==> config.mk <==
export PLATFORM = sky130hd
export DESIGN_NAME = bullet_fire_arbiter
export DESIGN_NICKNAME = d
export VERILOG_FILES = /design/src/rtl/bullet_fire_arbiter.sv
export SDC_FILE = /design/constraint.sdc
export NUM_CORES = 1
export LEC_CHECK = 0
export CAP_MARGIN = 5
export CORE_MARGIN = 10
export CORE_UTILIZATION = 30
export DETAILED_ROUTE_END_ITERATION = 8
export DONT_BUFFER_PORTS = 1
export PLACE_DENSITY = 0.47
export SLEW_MARGIN = 20
export SYNTH_ARGS = -nofsm -noshare
export SYNTH_HDL_FRONTEND = slang
export SYNTH_SLANG_ARGS = --single-unit
==> constraint.sdc <==
create_clock -name frame_clk -period 4.9 [get_ports frame_clk]
set_clock_uncertainty 0.05 [all_clocks]
set_input_delay 0.735 -clock frame_clk [delete_from_list [all_inputs] [get_ports frame_clk]]
set_output_delay 0.735 -clock frame_clk [all_outputs]
set_load 0.02 [all_outputs]
==> src/rtl/bullet_fire_arbiter.sv <==
// bullet_fire_arbiter
//
// Picks one tank per shot and drives the single shared write port of the
// bullet array. Tanks are served round-robin. A tank may fire when its
// request is up, its cooldown has expired, its health is positive and it
// still has a free bullet slot. A granted shot is held on the write port
// until the array accepts it. After acceptance the tank's cooldown reloads.
//
// Ports
//   frame_clk           : the only clock
//   Reset_n             : synchronous, active-low reset
//   fire_req[t]         : level fire request per tank
//   tank_x/y[t]         : tank position (10 bits each)
//   tank_dir[t]         : facing: 0 up, 1 right, 2 down, 3 left
//   health[t]           : current health, two's complement
//   slot_busy[t]        : bit s set means bullet slot s of tank t is active
//   wr_valid/wr_ready   : write handshake into the bullet array
//   wr_tank/wr_slot     : write target
//   wr_data             : bullet word {9'b0, dir, y, x, 1'b1}
//   fire_ack[t]         : one-cycle pulse after tank t's bullet is written
//   cooling[t]          : high while tank t's cooldown counter is nonzero
module bullet_fire_arbiter #(
  parameter int TANK_NUM   = 2,
  parameter int BULLET_NUM = 8,
  parameter int COOLDOWN   = 15
) (
  input  logic                          frame_clk,
  input  logic                          Reset_n,
  input  logic [TANK_NUM-1:0]           fire_req,
  input  logic [9:0]                    tank_x    [TANK_NUM],
  input  logic [9:0]                    tank_y    [TANK_NUM],
  input  logic [1:0]                    tank_dir  [TANK_NUM],
  input  logic [31:0]                   health    [TANK_NUM],
  input  logic [BULLET_NUM-1:0]         slot_busy [TANK_NUM],
  output logic                          wr_valid,
  input  logic                          wr_ready,
  output logic [$clog2(TANK_NUM)-1:0]   wr_tank,
  output logic [$clog2(BULLET_NUM)-1:0] wr_slot,
  output logic [31:0]                   wr_data,
  output logic [TANK_NUM-1:0]           fire_ack,
  output logic [TANK_NUM-1:0]           cooling
);

  localparam int TW = $clog2(TANK_NUM);
  localparam int SW = $clog2(BULLET_NUM);
  localparam int CW = $clog2(COOLDOWN + 1);

  typedef enum logic {
    IDLE  = 1'b0,
    ISSUE = 1'b1
  } state_e;

  state_e                state_q,    state_d;
  logic [TW-1:0]         rr_ptr_q,   rr_ptr_d;
  logic [CW-1:0]         cd_q [TANK_NUM];
  logic [CW-1:0]         cd_d [TANK_NUM];
  logic                  wr_valid_q, wr_valid_d;
  logic [TW-1:0]         wr_tank_q,  wr_tank_d;
  logic [SW-1:0]         wr_slot_q,  wr_slot_d;
  logic [31:0]           wr_data_q,  wr_data_d;
  logic [TANK_NUM-1:0]   fire_ack_q, fire_ack_d;

  logic [TANK_NUM-1:0]   eligible;
  logic                  grant_found;
  logic [TW-1:0]         grant;
  logic [SW-1:0]         free_slot;
  logic                  slot_found;
  int                    idx;

  // Per-tank fire eligibility and the registered cooling view.
  always_comb begin
    for (int t = 0; t < TANK_NUM; t++) begin
      eligible[t] = fire_req[t] && (cd_q[t] == '0) &&
                    ($signed(health[t]) > 0) && !(&slot_busy[t]);
      cooling[t]  = (cd_q[t] != '0);
    end
  end

  // Round-robin search starting at rr_ptr, then lowest free slot of the
  // winner. The wrap is a compare-and-subtract so TANK_NUM need not be a
  // power of two.
  always_comb begin
    // NOTE: every variable written here gets a default first so no latch is inferred.
    grant_found = 1'b0;
    grant       = '0;
    idx         = 0;
    for (int i = 0; i < TANK_NUM; i++) begin
      idx = int'(rr_ptr_q) + i;
      if (idx >= TANK_NUM) idx = idx - TANK_NUM;
      if (!grant_found && eligible[idx]) begin
        grant_found = 1'b1;
        grant       = TW'(idx);
      end
    end

    slot_found = 1'b0;
    free_slot  = '0;
    for (int s = 0; s < BULLET_NUM; s++) begin
      if (!slot_found && !slot_busy[grant][s]) begin
        slot_found = 1'b1;
        free_slot  = SW'(s);
      end
    end
  end

  // Next-state, payload, cooldown and ack logic.
  always_comb begin
    state_d    = state_q;
    rr_ptr_d   = rr_ptr_q;
    wr_valid_d = wr_valid_q;
    wr_tank_d  = wr_tank_q;
    wr_slot_d  = wr_slot_q;
    wr_data_d  = wr_data_q;
    fire_ack_d = '0;

    // Cooldowns run down in every state and stop at zero.
    for (int t = 0; t < TANK_NUM; t++) begin
      cd_d[t] = (cd_q[t] != '0) ? cd_q[t] - CW'(1) : '0;
    end

    case (state_q)
      IDLE: begin
        if (grant_found) begin
          wr_valid_d = 1'b1;
          wr_tank_d  = grant;
          wr_slot_d  = free_slot;
          wr_data_d  = {9'd0, tank_dir[grant], tank_y[grant], tank_x[grant], 1'b1};
          state_d    = ISSUE;
        end
      end
      ISSUE: begin
        // The shot is committed: inputs are not re-checked while waiting.
        if (wr_ready) begin
          wr_valid_d            = 1'b0;
          fire_ack_d[wr_tank_q] = 1'b1;
          cd_d[wr_tank_q]       = CW'(COOLDOWN);  // reload wins over decrement
          rr_ptr_d              = (wr_tank_q == TW'(TANK_NUM - 1)) ? '0 : wr_tank_q + TW'(1);
          state_d               = IDLE;
        end
      end
      default: state_d = IDLE;
    endcase
  end

  always_ff @(posedge frame_clk) begin
    // NOTE: sequential state uses non-blocking assignments only.
    if (!Reset_n) begin
      state_q    <= IDLE;
      rr_ptr_q   <= '0;
      wr_valid_q <= 1'b0;
      wr_tank_q  <= '0;
      wr_slot_q  <= '0;
      wr_data_q  <= '0;
      fire_ack_q <= '0;
      // NOTE: the cooldown array is a handful of flops and must start at zero, so it is reset like any other state.
      for (int t = 0; t < TANK_NUM; t++) cd_q[t] <= '0;
    end else begin
      state_q    <= state_d;
      rr_ptr_q   <= rr_ptr_d;
      wr_valid_q <= wr_valid_d;
      wr_tank_q  <= wr_tank_d;
      wr_slot_q  <= wr_slot_d;
      wr_data_q  <= wr_data_d;
      fire_ack_q <= fire_ack_d;
      for (int t = 0; t < TANK_NUM; t++) cd_q[t] <= cd_d[t];
    end
  end

  assign wr_valid = wr_valid_q;
  assign wr_tank  = wr_tank_q;
  assign wr_slot  = wr_slot_q;
  assign wr_data  = wr_data_q;
  assign fire_ack = fire_ack_q;

endmodule

==> summary.txt, run 1 <==
Placement
  • GP Congestion: 0.806
  • Post-DP Area: 2250 µm²
  • Detailed Place HPWL: 6230 µm
  • Number of I/O port buffers: 0

Clocking
  • Post-CTS Hold Buffers: 0
  • Post_cts resized: 0
  • Total CTS buffers: 5
  • H-Tree Depth: 2
  • Clk Latency, worst-skew pair: 290 ps
  • Clock Path Buffers: 2
  • Worst-path clk slew: 80 ps
  • CTS tree: done
  • CTS Sinks: 40
  • # Post-CTS Setup Buffers: 0
  • Clk root buf: clkbuf_8

Cells and area
  • Fillcell total: 805
  • Antenna fix cells: 0
  • Most frequent cells in the layout: dfxtp_1 (40), o21ai_0 (25), nand3_1 (25), o31ai_1 (25), a31oi_1 (25)
  • Final Core Density: 0.326
  • Area Growth Syn to Fin: 4.51%
  • Layout cells sized above 1: 0.0778
  • Fin area: 2380 µm²
  • NumNets Final: 385
  • Commonest non-fill, non-tap cell in the layout: dfxtp_1

Timing
  • Final hold slack: 463 ps
  • Final min period: 2900 ps
  • Final hold violation count: 0
  • Peak Freq: 345 MHz
  • Final setup violation count: 0
  • Max-slew violation count: 0
  • Final period utilization: 0.592
  • Total negative slack: 0 ps
  • RSZ-0062 raised after global routing: no
  • Rel. slew slack: 0.301
  • Actual slew at the worst max-slew pin: 1050 ps

Yosys
  • Post-synthesis simple-gate area fraction: 0.197
  • Synth Area in Adders: 0
  • Synth Flop Type: dfxtp_1
  • Synth Area in XOR/XNOR: 0.00385
  • Mux cell area share after synthesis: 0
  • Mapped Area: 2270 µm²
  • Synthesized area per cell: 8.45 µm²
  • Largest family of logic cells by synthesized area: compound AO/OA/AOI/OAI gates
  • Post-Synthesis Cells: 269
  • Sequential-to-total area share from yosys stat: 0.352
  • Synth cell types: 44
  • Number of warnings issued by yosys: 0
  • Ys async rst share: 0
  • Synth Register Bits: 40
  • Post-synth EDFFs: 0
  • Compound-Gate Fraction of Synth Area: 0.338

Die
  • Height of the die: 107 µm
  • Initial cell density of the core: 0.312
  • Width of the die: 107 µm
  • Die area: 11500 µm²
  • # IOs: 170
  • Core area: 7290 µm²
  • # rows: 31

Pwr
  • Design Power: 1290 µW
  • Power Dens Cells: 545 nW/µm²
  • Static leakage: 0.000825 µW
  • Peak VDD IR: 0.197 mV

Critical path
  • Flop-to-flop setup slack: 2000 ps
  • Endpoint class of the critical path: register
  • CP Launch Type: register
  • Worst-path fanout max: 28
  • Critical path type: reg2reg
  • Required time worst endpoint: 4980 ps
  • WP data arrival: 2980 ps

Detailed routing
  • Drt pass-1 iters: 4
  • Post-route DRC violation count: 0
  • DR iter-0 viols: 102
  • Vias/cell: 5.95
  • Drt total wl: 8490 µm
  • DRT antenna net count: 0
  • WL/cell: 23.8 µm
  • Vias: 2118

Global route
  • Vias in the first global route: 2197
  • Largest net degree at the start of global routing: 40
  • Initial antenna violation count: 1
  • Total GRT Usage: 0.136
  • First-pass GRT wire length: 12400 µm
  • GRT overflow: 0

Job
  • Max_cap viols: 0

Status
  • Status: completed

Hold path
  • Worst Hold Class: reg2reg
==> stage by stage <==
stage / worst slack [ps] / cells
global placement: 1930 / 348
floorplan: 2600 / 277
finish: 2000 / 356
CTS: 1940 / 356
global route: 1740 / 356
detailed placement: 1880 / 348
==> cell usage after synthesis (2+ instances only) <==
cell | n | area, µm²
dfxtp_1 | 40 | 801
a31oi_1 | 25 | 156
nand3_1 | 25 | 125
o21ai_0 | 25 | 125
o31ai_1 | 25 | 188
nor4_1 | 17 | 106
nand2_1 | 13 | 48.8
buf_4 | 11 | 82.6
inv_1 | 10 | 37.5
buf_2 | 7 | 35.0
clkbuf_1 | 6 | 22.5
o21a_1 | 6 | 45.0
nand4_1 | 5 | 31.3
nor2b_1 | 5 | 31.3
and4_1 | 4 | 35.0
a31oi_2 | 3 | 37.5
buf_6 | 3 | 33.8
nor2_1 | 3 | 11.3
o21ai_1 | 3 | 15.0
a21boi_0 | 2 | 15.0
a21oi_1 | 2 | 10.0
and2_1 | 2 | 12.5
clkbuf_8 | 2 | 27.5
nor3_1 | 2 | 10.0
o2111ai_1 | 2 | 17.5
o221ai_1 | 2 | 17.5
o31a_1 | 2 | 17.5
==> critical path, stage by stage (launching register included) <==
cell	delay, ps
dfxtp_1	350
nor4_1	450
o2111ai_1	370
a21o_1	570
a21oi_4	790
a31oi_1	150
==> power by group <==
part | internal, µW | switching [µW]
Clock | 167 | 119
Combinational | 142 | 273
Sequential | 420 | 173
==> layout make-up <==
type                       instances  area, µm²  area share
clock buffer                       6       82.6      0.0348
clock inverter                     2       38.8      0.0163
tap                               99        124      0.0521
inverter                          10       37.5      0.0158
sequential                        40        801       0.337
multi-input combinational        197       1280       0.538
timing repair buffer               2       15.0     0.00632
==> metal layers <==
layer / part of all wire / GRT usage / vias to the layer above
met5: 0.0015 / 0 / -
met4: 0.0027 / 0.0232 / 2
met3: 0.10 / 0.0629 / 4
met2: 0.50 / 0.229 / 110
met1: 0.39 / 0.155 / 1000
li1: - / - / 1002
==> cell families (layout without fill, tap and decap cells) <==
| kind of cell | count (synthesis) | in the layout |
|---|---|---|
| other | 1 | 9 |
| AND/OR/NAND/NOR | 80 | 80 |
| XOR/XNOR | 1 | 1 |
| buffers and inverters | 40 | 20 |
| AO/OA/AOI/OAI | 107 | 107 |
| flip-flops | 40 | 40 |
==> state kept, by name (all words and copies together), names as in the netlist <==
signal,count
cd_q,8
fire_ack,2
state_q,1
wr_data,23
wr_tank,1
wr_valid,1
wr_slot,3
rr_ptr_q,1
==> final timing paths <==
check                   from    endpoint  cells after the start
setup reg to reg  cd_q[0][4]  wr_data[5]                      5
hold / removal    cd_q[0][7]  cd_q[0][7]                      2
hold reg to reg   cd_q[0][7]  cd_q[0][7]                      2
setup / recovery  cd_q[0][4]  wr_data[5]                      5
Note: power is estimated with default switching activity, not from simulation.
==> run 2: changes to the inputs <==
PLACE_DENSITY = 0.48   (was 0.47)
clock period = 2.56 ns   (was 4.9 ns; I/O delays follow)
==> run 2 against run 1 <==
  * Sequential power grew 91%
  * Utilization rose by 0.39 points
  * Die area is the same
  * Register-to-register slack lost 1700 ps
  * Sequential share of layout area down 0.40 points
  * Routed wire length fell by 0.87%
  * Global-route usage rose by 0.52 points
  * Hold slack worse by 300 ps
  * Sequential cell count unchanged
  * Count of clock-buffer cells in the layout did not move
  * Final cell count is 2.2% higher
  * Maximum frequency grew 31%
  * Largest power group unchanged
==> summary.txt, run 2 (synthesis gave the netlist of run 1 again) <==
Placement
  • GP Congestion: 0.790
  • Detailed Place HPWL: 6470 µm
  • Dpl ws: 296 ps
  • Number of I/O port buffers: 0
  • Post-DP Area: 2330 µm²

Clocking
  • Worst-path clk slew: 80 ps
  • Post-CTS Hold Buffers: 0
  • Post_cts resized: 0
  • H-Tree Depth: 2
  • Clk root buf: clkbuf_8
  • Clk Latency, worst-skew pair: 290 ps
  • # Post-CTS Setup Buffers: 0
  • CTS Sinks: 40
  • Clock Path Buffers: 2
  • Total CTS buffers: 5
  • CTS tree: done

Die
  • Core area: 7290 µm²
  • Height of the die: 107 µm
  • # IOs: 170
  • Initial cell density of the core: 0.312
  • Width of the die: 107 µm
  • # rows: 31
  • Die area: 11500 µm²

Critical path
  • Worst-path fanout max: 26
  • Endpoint class of the critical path: register
  • Worst Setup SP: cd_q[0][1]
  • R2R Path End: wr_slot[2]
  • WP data arrival: 2390 ps
  • Critical path type: reg2reg
  • Reg2reg path depth: 5
  • CP Launch Type: register
  • Flop-to-flop setup slack: 350 ps
  • Required time worst endpoint: 2740 ps
  • Crit path to: wr_slot[2]
  • Worst reg2reg startpoint: cd_q[0][1]

Global route
  • Vias in the first global route: 2266
  • GRT overflow: 0
  • First-pass GRT wire length: 12900 µm
  • Largest net degree at the start of global routing: 40
  • Total GRT Usage: 0.141
  • Initial antenna violation count: 1

Cells and area
  • Multi-input logic area: 1270 µm²
  • Antenna fix cells: 0
  • Layout cells sized above 1: 0.102
  • Commonest non-fill, non-tap cell in the layout: dfxtp_1
  • Fin area: 2400 µm²
  • NumNets Final: 394
  • Register Area: 801 µm²
  • Max reg flops: 23
  • Final Core Density: 0.330
  • Most frequent cells in the layout: dfxtp_1 (40), o21ai_0 (25), nand3_1 (25), o31ai_1 (25), a31oi_1 (25)
  • Area Growth Syn to Fin: 5.78%
  • Fillcell total: 791

Pwr
  • Sequential Power Share: 0.467
  • Power Dens Cells: 1010 nW/µm²
  • Int Power: 1340 µW
  • Clk pwr share: 0.166
  • Switching part of the total: 0.448
  • Static leakage: 0.000851 µW
  • Peak VDD IR: 0.608 mV
  • Design Power: 2430 µW
  • Switching pwr: 1090 µW
  • Comb pwr share: 0.368

Timing
  • Max-slew violation count: 0
  • Final min period: 2210 ps
  • Final worst-path setup slack: 348 ps
  • Final period utilization: 0.864
  • RSZ-0062 raised after global routing: no
  • Final hold violation count: 0
  • Total negative slack: 0 ps
  • Final setup violation count: 0
  • Actual slew at the worst max-slew pin: 551 ps
  • Rel. slew slack: 0.633
  • Peak Freq: 452 MHz

Detailed routing
  • Vias: 2162
  • Drt total wl: 8420 µm
  • WL/cell: 23.1 µm
  • DR iter-0 viols: 126
  • Vias/cell: 5.94
  • Post-route DRC violation count: 0
  • DRT antenna net count: 0
  • Drt pass-1 iters: 4

Job
  • Max_cap viols: 0

Hold path
  • Worst Hold Class: in2reg
  • Worst hold path startpoint: Reset_n

Status
  • Status: completed
-- run 2: area by class of cell --
class | count | share of cell area
Multi-Input combinational cell | 197 | 0.528
Timing Repair Buffer | 11 | 0.0395
Sequential cell | 40 | 0.333
Clock inverter | 1 | 0.00208
Clock buffer | 6 | 0.0302
Tap cell | 99 | 0.0515
Inverter | 10 | 0.0156
-- run 2: metal layers --
metal / global-route usage / wire length, µm / share of wire / up-vias
met5: 0 / 13 / 0.0015 / -
met4: 0.0319 / 64 / 0.0076 / 2
met3: 0.0563 / 788 / 0.094 / 9
met2: 0.236 / 4200 / 0.50 / 101
met1: 0.165 / 3350 / 0.40 / 1030
li1: - / - / - / 1020
-- run 2: critical path, cell delays in order (launching register included) --
cell	delay, ps
dfxtp_1	360
or4_4	630
a2111oi_4	340
o211a_4	410
o221ai_1	180
a31oi_1	170
-- run 2: how the worst min path moves through the flow --
stage          cells after the start     endpoint
2_1_floorplan                      2   cd_q[0][7]
3_3_place_gp                       2   cd_q[0][7]
3_5_place_dp                       2   cd_q[0][7]
4_1_cts                            2   cd_q[0][5]
5_1_grt                            2  wr_data[21]
6_report                           2   cd_q[0][5]
-- run 2: metrics by stage --
step	cells	hold slack (ps)
floorplan	277	417
global placement	357	437
detailed placement	357	437
CTS	364	149
global route	364	156
finish	364	163
-- run 2: power groups by stage --
stage	Sequential (µW)	Combinational, µW	Clock, µW
2_1_floorplan	1080	701	0
3_3_place_gp	1150	890	0
3_5_place_dp	1150	899	0
4_1_cts	1140	902	421
5_1_grt	1160	1000	439
6_report	1130	893	402
==> run 3: changes to the inputs <==
PLACE_DENSITY = unset   (was 0.48)
==> run 3 against run 2 <==
  * Global-route usage hardly changed
  * Non-clock buffer count is 2 lower
  * Count of clock-buffer cells in the layout is 1 higher
  * Critical path type unchanged
==> summary.txt, run 3 (synthesis gave the netlist of run 1 again) <==
Cells and area
  • Antenna fix cells: 0
  • NumNets Final: 392
  • Layout cells sized above 1: 0.0985
  • Fillcell total: 796
  • Area Growth Syn to Fin: 6.38%
  • Register Area: 801 µm²
  • Max reg flops: 23
  • Fin area: 2420 µm²
  • Most frequent cells in the layout: dfxtp_1 (40), o21ai_0 (25), nand3_1 (25), o31ai_1 (25), a31oi_1 (25)
  • Commonest non-fill, non-tap cell in the layout: dfxtp_1
  • Multi-input logic area: 1270 µm²

Pwr
  • Static leakage: 0.000848 µW
  • Switching part of the total: 0.448
  • Sequential Power Share: 0.464
  • Int Power: 1360 µW
  • Peak VDD IR: 0.450 mV
  • Clk pwr share: 0.183
  • Comb pwr share: 0.352
  • Power Dens Cells: 1020 nW/µm²
  • Switching pwr: 1100 µW

Hold path
  • Worst hold path startpoint: Reset_n
  • Cell depth of the worst min-delay path: 2
  • Hold Path End: wr_data[14]
  • Worst Hold Class: in2reg

Timing
  • Final hold violation count: 0
  • Total negative slack: 0 ps
  • Rel. slew slack: 0.604
  • Actual slew at the worst max-slew pin: 592 ps
  • Final min period: 2310 ps
  • RSZ-0062 raised after global routing: no
  • Peak Freq: 433 MHz
  • Final period utilization: 0.902
  • Max-slew violation count: 0
  • Final setup violation count: 0
  • Final hold slack: 160 ps

Placement
  • Number of I/O port buffers: 0
  • Post-DP Area: 2320 µm²
  • Detailed Place HPWL: 6800 µm
  • GP Congestion: 0.773

Clocking
  • Worst-path clk slew: 80 ps
  • Total CTS buffers: 5
  • Clk Latency, worst-skew pair: 290 ps
  • Clk root buf: clkbuf_8
  • Clock Path Buffers: 2
  • Post_cts resized: 0
  • CTS tree: done
  • # Post-CTS Setup Buffers: 0
  • Post-CTS Hold Buffers: 0
  • H-Tree Depth: 2
  • CTS Sinks: 40

Critical path
  • Endpoint class of the critical path: register
  • Required time worst endpoint: 2730 ps
  • Worst reg2reg startpoint: cd_q[0][4]
  • WP data arrival: 2480 ps
  • CP Launch Type: register
  • Flop-to-flop setup slack: 250 ps
  • R2R Path End: wr_data[2]
  • Reg2reg path depth: 6
  • Worst-path fanout max: 17
  • Worst Setup SP: cd_q[0][4]
  • Critical path type: reg2reg

Die
  • # rows: 31
  • # IOs: 170
  • Die area: 11500 µm²
  • Initial cell density of the core: 0.312
  • Core area: 7290 µm²
  • Height of the die: 107 µm
  • Width of the die: 107 µm

Detailed routing
  • Post-route DRC violation count: 0
  • Vias/cell: 6.06
  • Drt pass-1 iters: 4
  • Top sig layer: met4
  • Routed wl met3: 985 µm
  • DRT antenna net count: 0
  • Drt total wl: 8660 µm
  • M1 WL: 3440 µm
  • WL/cell: 23.8 µm
  • WL met2: 4160 µm
  • Vias: 2201
  • DR iter-0 viols: 157

Global route
  • Initial antenna violation count: 0
  • First-pass GRT wire length: 13000 µm
  • GRT overflow: 0
  • Largest net degree at the start of global routing: 40
  • Vias in the first global route: 2312
  • Total GRT Usage: 0.141

Job
  • Max_cap viols: 0

Status
  • Status: completed
-- run 3: power groups by stage --
stage / Combinational [µW] / Sequential [µW] / Clock, µW
global placement: 852 / 1160 / 0
detailed placement: 869 / 1160 / 0
floorplan: 701 / 1080 / 0
finish: 866 / 1140 / 451
global route: 958 / 1170 / 484
CTS: 875 / 1150 / 470
-- run 3: how the worst max path moves through the flow --
| stage | slack, ps | depth (start not counted) | to |
|---|---|---|---|
| after floorplan | 490 | 6 | wr_data[16] |
| after global placement | 260 | 6 | wr_data[21] |
| after detailed placement | 200 | 6 | wr_data[2] |
| after CTS | 190 | 6 | wr_data[19] |
| after global routing | 100 | 6 | wr_slot[2] |
| final | 250 | 6 | wr_data[2] |
-- run 3: cell type report --
| cell class | instances | area share |
|---|---|---|
| Multi-Input combinational cell | 197 | 0.525 |
| Clock inverter | 1 | 0.00310 |
| Timing Repair Buffer | 9 | 0.0383 |
| Clock buffer | 7 | 0.0357 |
| Inverter | 10 | 0.0155 |
| Sequential cell | 40 | 0.331 |
| Tap cell | 99 | 0.0512 |
-- run 3: worst max-delay path, cell delays in order (launching register included) --
cell and delay, ps:
dfxtp_1 340, nor4_1 440, o2111ai_1 360, a211oi_4 580, buf_12 230, o31ai_1 80, a31oi_1 150
-- run 3: layer usage --
| metal | up-vias | track usage |
|---|---|---|
| met5 | - | 0 |
| met4 | 0 | 0.0309 |
| met3 | 9 | 0.0647 |
| met2 | 125 | 0.234 |
| met1 | 1050 | 0.161 |
| li1 | 1017 | - |
-- run 3: stage by stage --
step                std cells   util  setup WS (ps)  power, µW
CTS                       363  0.332            187       2490
floorplan                 277      -            492       1780
global placement          355  0.319            265       2010
detailed placement        355  0.319            195       2030
finish                    363  0.332            250       2460
global route              363  0.332           99.8       2610
